### src/rtl/dbus_router.sv
// Data-bus router: decodes core loads/stores to MEM, UART or BAD and returns
// load responses in issue order through an in-order tag FIFO.
module dbus_router #(
  parameter int                XLEN      = 64,
  parameter int                DEPTH     = 4,
  parameter logic [XLEN-1:0]   MEM_BASE  = 64'h8000_0000,
  parameter logic [XLEN-1:0]   MEM_END   = 64'h8010_0000,
  parameter logic [XLEN-1:0]   UART_BASE = 64'h1000_0000,
  parameter logic [XLEN-1:0]   UART_END  = 64'h1000_0008,
  parameter logic [XLEN-1:0]   BAD_DATA  = 64'hbadabadabadabada
) (
  input  logic                       clk,
  input  logic                       rst,
  input  logic                       load_a_valid,
  output logic                       load_a_ready,
  input  logic [XLEN-1:0]            load_a_addr,
  output logic                       load_d_valid,
  output logic [XLEN-1:0]            load_d_data,
  input  logic                       wvalid,
  output logic                       wready,
  input  logic [XLEN-1:0]            waddr,
  input  logic [XLEN-1:0]            wdata,
  input  logic [7:0]                 wmask,
  output logic                       mem_ar_valid,
  input  logic                       mem_ar_ready,
  output logic [XLEN-1:0]            mem_ar_addr,
  input  logic                       mem_r_valid,
  output logic                       mem_r_ready,
  input  logic [XLEN-1:0]            mem_r_data,
  output logic                       uart_ar_valid,
  input  logic                       uart_ar_ready,
  output logic [XLEN-1:0]            uart_ar_addr,
  input  logic                       uart_r_valid,
  output logic                       uart_r_ready,
  input  logic [XLEN-1:0]            uart_r_data,
  output logic                       mem_wvalid,
  input  logic                       mem_wready,
  output logic                       uart_wvalid,
  input  logic                       uart_wready,
  output logic [XLEN-1:0]            dev_waddr,
  output logic [XLEN-1:0]            dev_wdata,
  output logic [7:0]                 dev_wmask,
  output logic                       load_err_o,
  output logic                       store_err_o,
  output logic [$clog2(DEPTH):0]     outstanding_o
);

  localparam int PW = $clog2(DEPTH);
  localparam int CW = PW + 1;

  typedef enum logic [1:0] {
    TGT_MEM  = 2'd0,
    TGT_UART = 2'd1,
    TGT_BAD  = 2'd2
  } tgt_t;

  // MEM wins if the two windows are ever configured to overlap.
  function automatic tgt_t decode(input logic [XLEN-1:0] a);
    if (a >= MEM_BASE && a < MEM_END)
      return TGT_MEM;
    else if (a >= UART_BASE && a < UART_END)
      return TGT_UART;
    else
      return TGT_BAD;
  endfunction

  tgt_t            tags [DEPTH];
  logic [PW-1:0]   wr_ptr;
  logic [PW-1:0]   rd_ptr;
  logic [CW-1:0]   count;

  tgt_t            ld_tgt;
  tgt_t            st_tgt;
  tgt_t            head;
  logic            full;
  logic            empty;
  logic            tgt_rdy;
  logic            push;
  logic            pop;
  logic [XLEN-1:0] rsp_data;

  assign ld_tgt = decode(load_a_addr);
  assign st_tgt = decode(waddr);
  assign head   = tags[rd_ptr];
  assign full   = (count == CW'(DEPTH));
  assign empty  = (count == '0);

  always_comb begin
    tgt_rdy = 1'b1;
    case (ld_tgt)
      TGT_MEM:  tgt_rdy = mem_ar_ready;
      TGT_UART: tgt_rdy = uart_ar_ready;
      default:  tgt_rdy = 1'b1;
    endcase
  end

  assign load_a_ready  = !full && tgt_rdy;
  assign push          = load_a_valid && load_a_ready;
  assign mem_ar_valid  = load_a_valid && (ld_tgt == TGT_MEM) && !full;
  assign uart_ar_valid = load_a_valid && (ld_tgt == TGT_UART) && !full;
  assign mem_ar_addr   = load_a_addr;
  assign uart_ar_addr  = load_a_addr;

  assign mem_r_ready   = !empty && (head == TGT_MEM);
  assign uart_r_ready  = !empty && (head == TGT_UART);

  // A BAD head completes on its own; device heads wait for their response.
  always_comb begin
    pop      = 1'b0;
    rsp_data = BAD_DATA;
    if (!empty) begin
      case (head)
        TGT_MEM: begin
          pop      = mem_r_valid;
          rsp_data = mem_r_data;
        end
        TGT_UART: begin
          pop      = uart_r_valid;
          rsp_data = uart_r_data;
        end
        default: begin
          pop      = 1'b1;
          rsp_data = BAD_DATA;
        end
      endcase
    end
  end

  assign mem_wvalid  = wvalid && (st_tgt == TGT_MEM);
  assign uart_wvalid = wvalid && (st_tgt == TGT_UART);
  assign wready      = (st_tgt == TGT_MEM)  ? mem_wready :
                       (st_tgt == TGT_UART) ? uart_wready : 1'b1;
  assign dev_waddr   = waddr;
  assign dev_wdata   = wdata;
  assign dev_wmask   = wmask;

  always_ff @(posedge clk) begin
    if (push)
      tags[wr_ptr] <= ld_tgt;
  end

  // Response stage: one registered cycle between pop and the core.
  always_ff @(posedge clk or posedge rst) begin
    if (rst) begin
      wr_ptr       <= '0;
      rd_ptr       <= '0;
      count        <= '0;
      load_d_valid <= 1'b0;
      load_d_data  <= '0;
      load_err_o   <= 1'b0;
      store_err_o  <= 1'b0;
    end else begin
      if (push)
        wr_ptr <= wr_ptr + PW'(1);
      if (pop)
        rd_ptr <= rd_ptr + PW'(1);
      if (push && !pop)
        count <= count + CW'(1);
      else if (pop && !push)
        count <= count - CW'(1);
      load_d_valid <= pop;
      if (pop)
        load_d_data <= rsp_data;
      load_err_o   <= pop && (head == TGT_BAD);
      store_err_o  <= wvalid && (st_tgt == TGT_BAD);
    end
  end

  assign outstanding_o = count;

endmodule

### config.mk
export PLATFORM = sky130hd
export DESIGN_NAME = dbus_router
export DESIGN_NICKNAME = d
export VERILOG_FILES = /design/src/rtl/dbus_router.sv
export SDC_FILE = /design/constraint.sdc
export NUM_CORES = 1
export LEC_CHECK = 0
export ABC_CLOCK_PERIOD_IN_PS = 4200
export CAP_MARGIN = 20
export CORE_AREA = 4 4 259 261
export DETAILED_ROUTE_END_ITERATION = 16
export DIE_AREA = 0 0 263 265
export PLACE_DENSITY = 0.37
export SETUP_SLACK_MARGIN = 0.5
export SYNTH_ARGS = -nofsm -noshare
export SYNTH_HDL_FRONTEND = slang
export SYNTH_SLANG_ARGS = --single-unit
### constraint.sdc
create_clock -name clk -period 4.2 [get_ports clk]
set_input_delay 0.63 -clock clk [delete_from_list [all_inputs] [get_ports clk]]
set_output_delay 0.63 -clock clk [all_outputs]
set_load 0.05 [all_outputs]
==> flow_summary.toml, run 1 <==
[final_layout]
layout.nets = 1227
fin_cells = 1744
fin_area_mm2 = 0.0107
drive_gt1_frac = 0.0507
syn_to_final_growth_pct = 75.7

[place]
hpwl_um = 27800
placed_area_mm2 = 0.0104
placed_cells = 1727
port_buffers = 520
gp_congestion = 0.751

[setup_path]
start_kind = "input port"
cp_slowest_stage_delay_ns = 0.54
cp_common_cell = "buf_4"
critPathBufInv = 4
r2r-start = "rd_ptr[0]$_DFFE_PP0P_"
critPathMaxFanout = 4
endpoint_kind = "output pin"
critPathKind = "in2out"
worst_ep_arrival_time_ns = 2.75
cp_slowest_cell = "clkdlybuf4s50_1"
worstPathRequired_ns = 3.57
r2r-end = "outstanding_o[2]$_DFFE_PP0P_"
crit_family = "buffers and inverters"
rrSetupSlack_ns = 0.94
r2r_cells = 10
crit_chain = "clkdlybuf4s50_1 > nor4b_1 > buf_4 > nand4_1 > nor4_1 > buf_4 > and2_1 > nor2b_1 > buf_12"

[min_path]
min_from = "load_d_data[10]$_DFFE_PP0P_"
min_path_cells = 2
hold_class = "reg2reg"
min_to = "load_d_data[10]$_DFFE_PP0P_"

[global_route]
grt_pass1_wl_um = 45100
grt_remaining_overflow = 0
antenna_found_initial = 3
grt_pass1_vias = 5791
grtUsageTotal = 0.0895
grt_max_degree = 63

[detailed_routing]
vias_per_cell = 3.01
totalWireLength_um = 33200
num_vias = 5242
dr.first_iter.drc_count = 131
postRouteAntennaNets = 0
firstDrtPassIters = 4
wl_per_cell_um = 19.0
drc = 0

[synthesis]
synth.cell_area_mm2 = 0.00610
synth.most_common_cell = "buf_4"
ys_seq_area_frac = 0.343
yosys_most_used_dff = "dfrtp_1"
postSynth.asyncResetShare = 0.902
synthCells = 623
netlist.area_leader.share = 0.325
synth_edf_count = 8
ys_top_cells_by_area = "buf_4 (32%), dfrtp_1 (30%), mux2i_1 (11%)"
yosysUniqueCellTypes = 37
yosysWarnings = 0
ys_top_cells_by_count = "buf_4 (264), dfrtp_1 (74), mux2i_1 (68), a2bb2oi_1 (41), nor4_1 (29)"
syn_nets = 967
avgSynthCellArea_um2 = 9.80
yosys.area.top_type = "buf_4"
ys_ff_latch = 82

[floorplanning]
initial_core_util = 0.0947
num_rows = 93
dieArea_mm2 = 0.0697
die_w_um = 263
core_area_mm2 = 0.0645
dieHeight_um = 265
ios = 680

[power]
powerDensity_mw_per_mm2 = 589
power_frac_comb = 0.653
p_int_w = 0.00315
cellLeakagePower_nw = 3.85
switching_share = 0.502
p_seq_frac = 0.208
switchingPower_w = 0.00317
vdd_drop_max_uv = 187
p_clk_frac = 0.139

[sta]
max_freq_ghz = 0.296
rsz0062_at_grt = "no"
fin_crit_sh = 0.805
final-setup-viol-count = 0
slew_viol_final = 0
final.setup_skew_ns = 0.0113
tightest_slew_ns = 0.986
slew_headroom = 0.342
tns_ns = 0
finalHoldViolCount = 0
finalCriticalPeriod_ns = 3.38

[clock_tree]
cts_buffers = 9
clock_latency_ns = 0.38
clockBufferDepth = 2
cts_tree = "yes"
post_cts_buffers = 0
holdBufCountCts = 0
cts_sinks = 82
ctsResizeCount = 0
h-tree-depth = 3
clkTransAtPathRegs_ns = 0.08
cts_root_buf = "clkbuf_16"

[status]
outcome = "completed"

[job]
drv_cap = 0
[routing by layer]
layer / GRT usage / share of wire
met5: 0.0203 / 0.0064
met4: 0.0225 / 0.015
met1: 0.100 / 0.39
met3: 0.0589 / 0.13
met2: 0.139 / 0.45
[cell families (layout without fill, tap and decap cells)]
kind of cell    count (synthesis)  in the layout  share of synthesized area
flops                          82             82                      0.343
compound gates                 73             73                     0.0883
fa+ha+maj                       6              6                     0.0135
xor+xnor                        5              5                    0.00717
other cells                     0              1                          0
buf+inv                       291            556                      0.344
simple gates                   93             93                     0.0814
mux                            73             73                      0.123
[metrics by stage]
| stage | total power (W) | hold WS, ns | setup slack [ns] | util |
|---|---|---|---|---|
| floorplan | 0.00427 | 0.530 | 1.04 | - |
| global placement | 0.00556 | 0.466 | 0.562 | 0.162 |
| detailed placement | 0.00555 | 0.475 | 0.571 | 0.162 |
| CTS | 0.00650 | 0.494 | 0.562 | 0.166 |
| global route | 0.00668 | 0.519 | 0.589 | 0.166 |
| finish | 0.00632 | 0.488 | 0.819 | 0.166 |
[flip-flops by register name (all words and copies together) (netlist names)]
register and flops:
outstanding_o 3, load_err_o 1, load_d_valid 1, store_err_o 1, wr_ptr 2, load_d_data 64, rd_ptr 2, tags 8
[area by class of cell]
type	instances	area [um2]
clock buffers	9	225
repair buffers	533	5300
multi-input cells	250	1930
fillers	7180	53700
clock inverters	7	81.3
flip-flops and latches	82	2090
inverters	7	28.8
well taps	855	1070
diodes	1	2.50
[power by group through the flow]
| stage | Sequential (W) | Combinational (W) | Clock [W] |
|---|---|---|---|
| floorplan | 0.00230 | 0.00197 | 0 |
| global placement | 0.00133 | 0.00423 | 0 |
| detailed placement | 0.00133 | 0.00422 | 0 |
| CTS | 0.00132 | 0.00423 | 0.000948 |
| global route | 0.00136 | 0.00436 | 0.000964 |
| finish | 0.00132 | 0.00413 | 0.000882 |
[how the worst max path moves through the flow]
stage | startpoint | endpoint | slack (ns) | cells past startpoint
after floorplan | rd_ptr[0]$_DFFE_PP0P_ | mem_r_ready | 1.04 | 5
after global placement | load_a_addr[6] | outstanding_o[1]$_DFFE_PP0P_ | 0.56 | 9
after detailed placement | load_a_addr[6] | outstanding_o[1]$_DFFE_PP0P_ | 0.57 | 9
after CTS | load_a_addr[4] | uart_ar_valid | 0.56 | 8
after global routing | load_a_addr[20] | uart_ar_valid | 0.59 | 8
final | load_a_addr[28] | uart_ar_valid | 0.82 | 9
[cell usage in the layout (no fill, tap or decap), drive strengths merged, types with 2 or more instances in the layout]
cell type      synthesis  layout
inv                    7      11
xnor2                  3       3
nand4                  6       6
mux2                   4       4
a21oi                  3       3
o21ai                 26      26
nor2                   5       5
and2                   6       6
nor4b                  2       2
nand2                 28      28
nor4                  29      29
mux2i                 68      68
nand3                  3       3
nand2b                 2       2
clkbuf                 6       9
ha                     5       5
xor2                   2       2
edfxtp                 8       8
nor3                   6       6
nor2b                  2       2
a2bb2oi               41      41
buf                  278      19
dfrtp                 74      74
clkdlybuf4s50          0     514
[worst min-delay path, cell delays in order, from the launching register on]
cell and delay (ns):
dfrtp_1 0.35, nand2_1 0.04, o21ai_0 0.06
Power figures use the tool's default switching activity.
==> inputs of run 2 (changes only) <==
Settings changed: ABC_CLOCK_PERIOD_IN_PS 4200 to 3200, CORE_AREA 4 4 259 261 to 4 4 264 266, DIE_AREA 0 0 263 265 to 0 0 268 270, PLACE_DENSITY 0.37 to 0.36.
Clock period 4.2 ns to 3.2 ns, I/O delays scaled along.
==> run 2 against run 1 <==
Compared with the run above: final cell count grew 2.9%; routed wire length increased by 3.6%; largest power group unchanged; clock-buffer cell count up 1; sequential share of layout area down 1.3 points; clock skew is 0.0016 ns lower; via count grew 3.4%; worst setup slack worse by 0.30 ns; largest cell class unchanged; sequential cell count unchanged; global-route usage about the same; clock power up 30%; cell area rose by 7.0%.
==> flow_summary.toml, run 2 (synthesized netlist as in run 1, its figures left out) <==
[sta]
rsz0062_at_grt = "yes"
fin_crit_sh = 0.839
final.setup_skew_ns = 0.00973
tightest_slew_ns = 0.654
slew_headroom = 0.563
tns_ns = 0
finalHoldViolCount = 0
max_freq_ghz = 0.372
finalCriticalPeriod_ns = 2.68
slew_viol_final = 0
final-setup-viol-count = 0
holdWs_ns = 0.479

[power]
cellLeakagePower_nw = 4.47
vdd_drop_max_uv = 264
p_total_w = 0.00871
powerDensity_mw_per_mm2 = 759

[clock_tree]
clockBufferDepth = 2
clkTransAtPathRegs_ns = 0.07
cts_sinks = 82
cts_root_buf = "clkbuf_16"
h-tree-depth = 3
cts_buffers = 9
holdBufCountCts = 0
cts_tree = "yes"
clock_latency_ns = 0.37

[detailed_routing]
drc = 0
totalWireLength_um = 34300
num_vias = 5420
wl_per_cell_um = 19.1
postRouteAntennaNets = 0
dr.first_iter.drc_count = 210
vias_per_cell = 3.02
firstDrtPassIters = 4

[min_path]
min_path_cells = 2
hold_class = "reg2reg"

[floorplanning]
dieHeight_um = 270
die_w_um = 268
num_rows = 95
dieArea_mm2 = 0.0724
initial_core_util = 0.0911
ios = 680
core_area_mm2 = 0.0670

[setup_path]
start_kind = "input port"
critPathKind = "in2out"
critPathMaxFanout = 2
endpoint_kind = "output pin"
r2r_cells = 9
worstPathRequired_ns = 2.72
worst_ep_arrival_time_ns = 2.20

[status]
outcome = "completed"

[global_route]
antenna_found_initial = 1
grtUsageTotal = 0.0893
grt_pass1_vias = 5966
grt_max_degree = 43
grt_pass1_wl_um = 46200
grt_busiest_layer = "met2"
met2_usage = 0.141
use_met3 = 0.0518
grt_use_met1 = 0.104
grt_remaining_overflow = 0

[final_layout]
layout_common_cells = "clkdlybuf4s50_1 (429), dfrtp_1 (73), mux2i_1 (68)"
fin_area_mm2 = 0.0115
largest_reg_flops = 64
regMostFlops = "load_d_data"
syn_to_final_growth_pct = 88.0
fin_cells = 1794
layout.nets = 1259
final_common_cell = "clkdlybuf4s50_1"
drive_gt1_frac = 0.129

[place]
hpwl_um = 28000
port_buffers = 520
placed_cells = 1762
placed_area_mm2 = 0.0107
gp_congestion = 0.825

[job]
drv_cap = 0
==> run 2: final timing paths <==
check,startpoint,slack [ns],endpoint
worst min register to register,load_d_data[56]$_DFFE_PP0P_,0.48,load_d_data[56]$_DFFE_PP0P_
worst max register to register,rd_ptr[0]$_DFFE_PP0P_,0.56,outstanding_o[2]$_DFFE_PP0P_
worst max-delay path,waddr[59],0.52,uart_wvalid
worst min-delay path,load_d_data[56]$_DFFE_PP0P_,0.48,load_d_data[56]$_DFFE_PP0P_
max in group asynchronous,rst,2.10,load_d_data[14]$_DFFE_PP0P_
min in group asynchronous,rst,0.51,load_d_data[61]$_DFFE_PP0P_
==> run 2: critical path, stage by stage <==
cell and delay (ns):
dlygate4sd2_1 0.28, nor4_1 0.37, nand4_1 0.16, buf_6 0.16, nor4_4 0.27, nand2b_4 0.19, nor2_4 0.04, buf_6 0.11
buf_12 0.14
==> run 2: area by class of cell <==
type	instances	area, um2
fill	7477	55600
timing repair buffer	565	5710
multi-input combinational	250	2240
sequential	82	2090
tap	873	1090
clock buffer	10	250
clock inverter	5	61.3
inverter	7	31.3
antenna	2	5.00
==> run 2: metal layers <==
metal	up-vias	part of all wire
li1	2477	-
met1	2539	0.40
met2	366	0.46
met3	32	0.13
met4	6	0.013
met5	-	0.0031
==> run 2: what timing repair did <==
item,CTS,global route
endpoints found under the hold margin,0,0
pin swaps,27,28
gates resized for setup,94,47
endpoints found under the setup margin,51,8
buffers inserted,10,3
cloned,2,0
==> run 2: where the power goes <==
part | switching, W | total (W) | internal [W]
Clock | 0.000502 | 0.00115 | 0.000653
Combinational | 0.00352 | 0.00582 | 0.00230
Sequential | 0.000251 | 0.00173 | 0.00148
Total | 0.00427 | 0.00871 | 0.00444
==> run 2: per-stage QoR <==
| step | setup slack (ns) | util |
|---|---|---|
| global placement | 0.0380 | 0.159 |
| finish | 0.515 | 0.171 |
| CTS | 0.402 | 0.168 |
| floorplan | 0.470 | - |
| global route | 0.411 | 0.171 |
| detailed placement | 0.0197 | 0.159 |
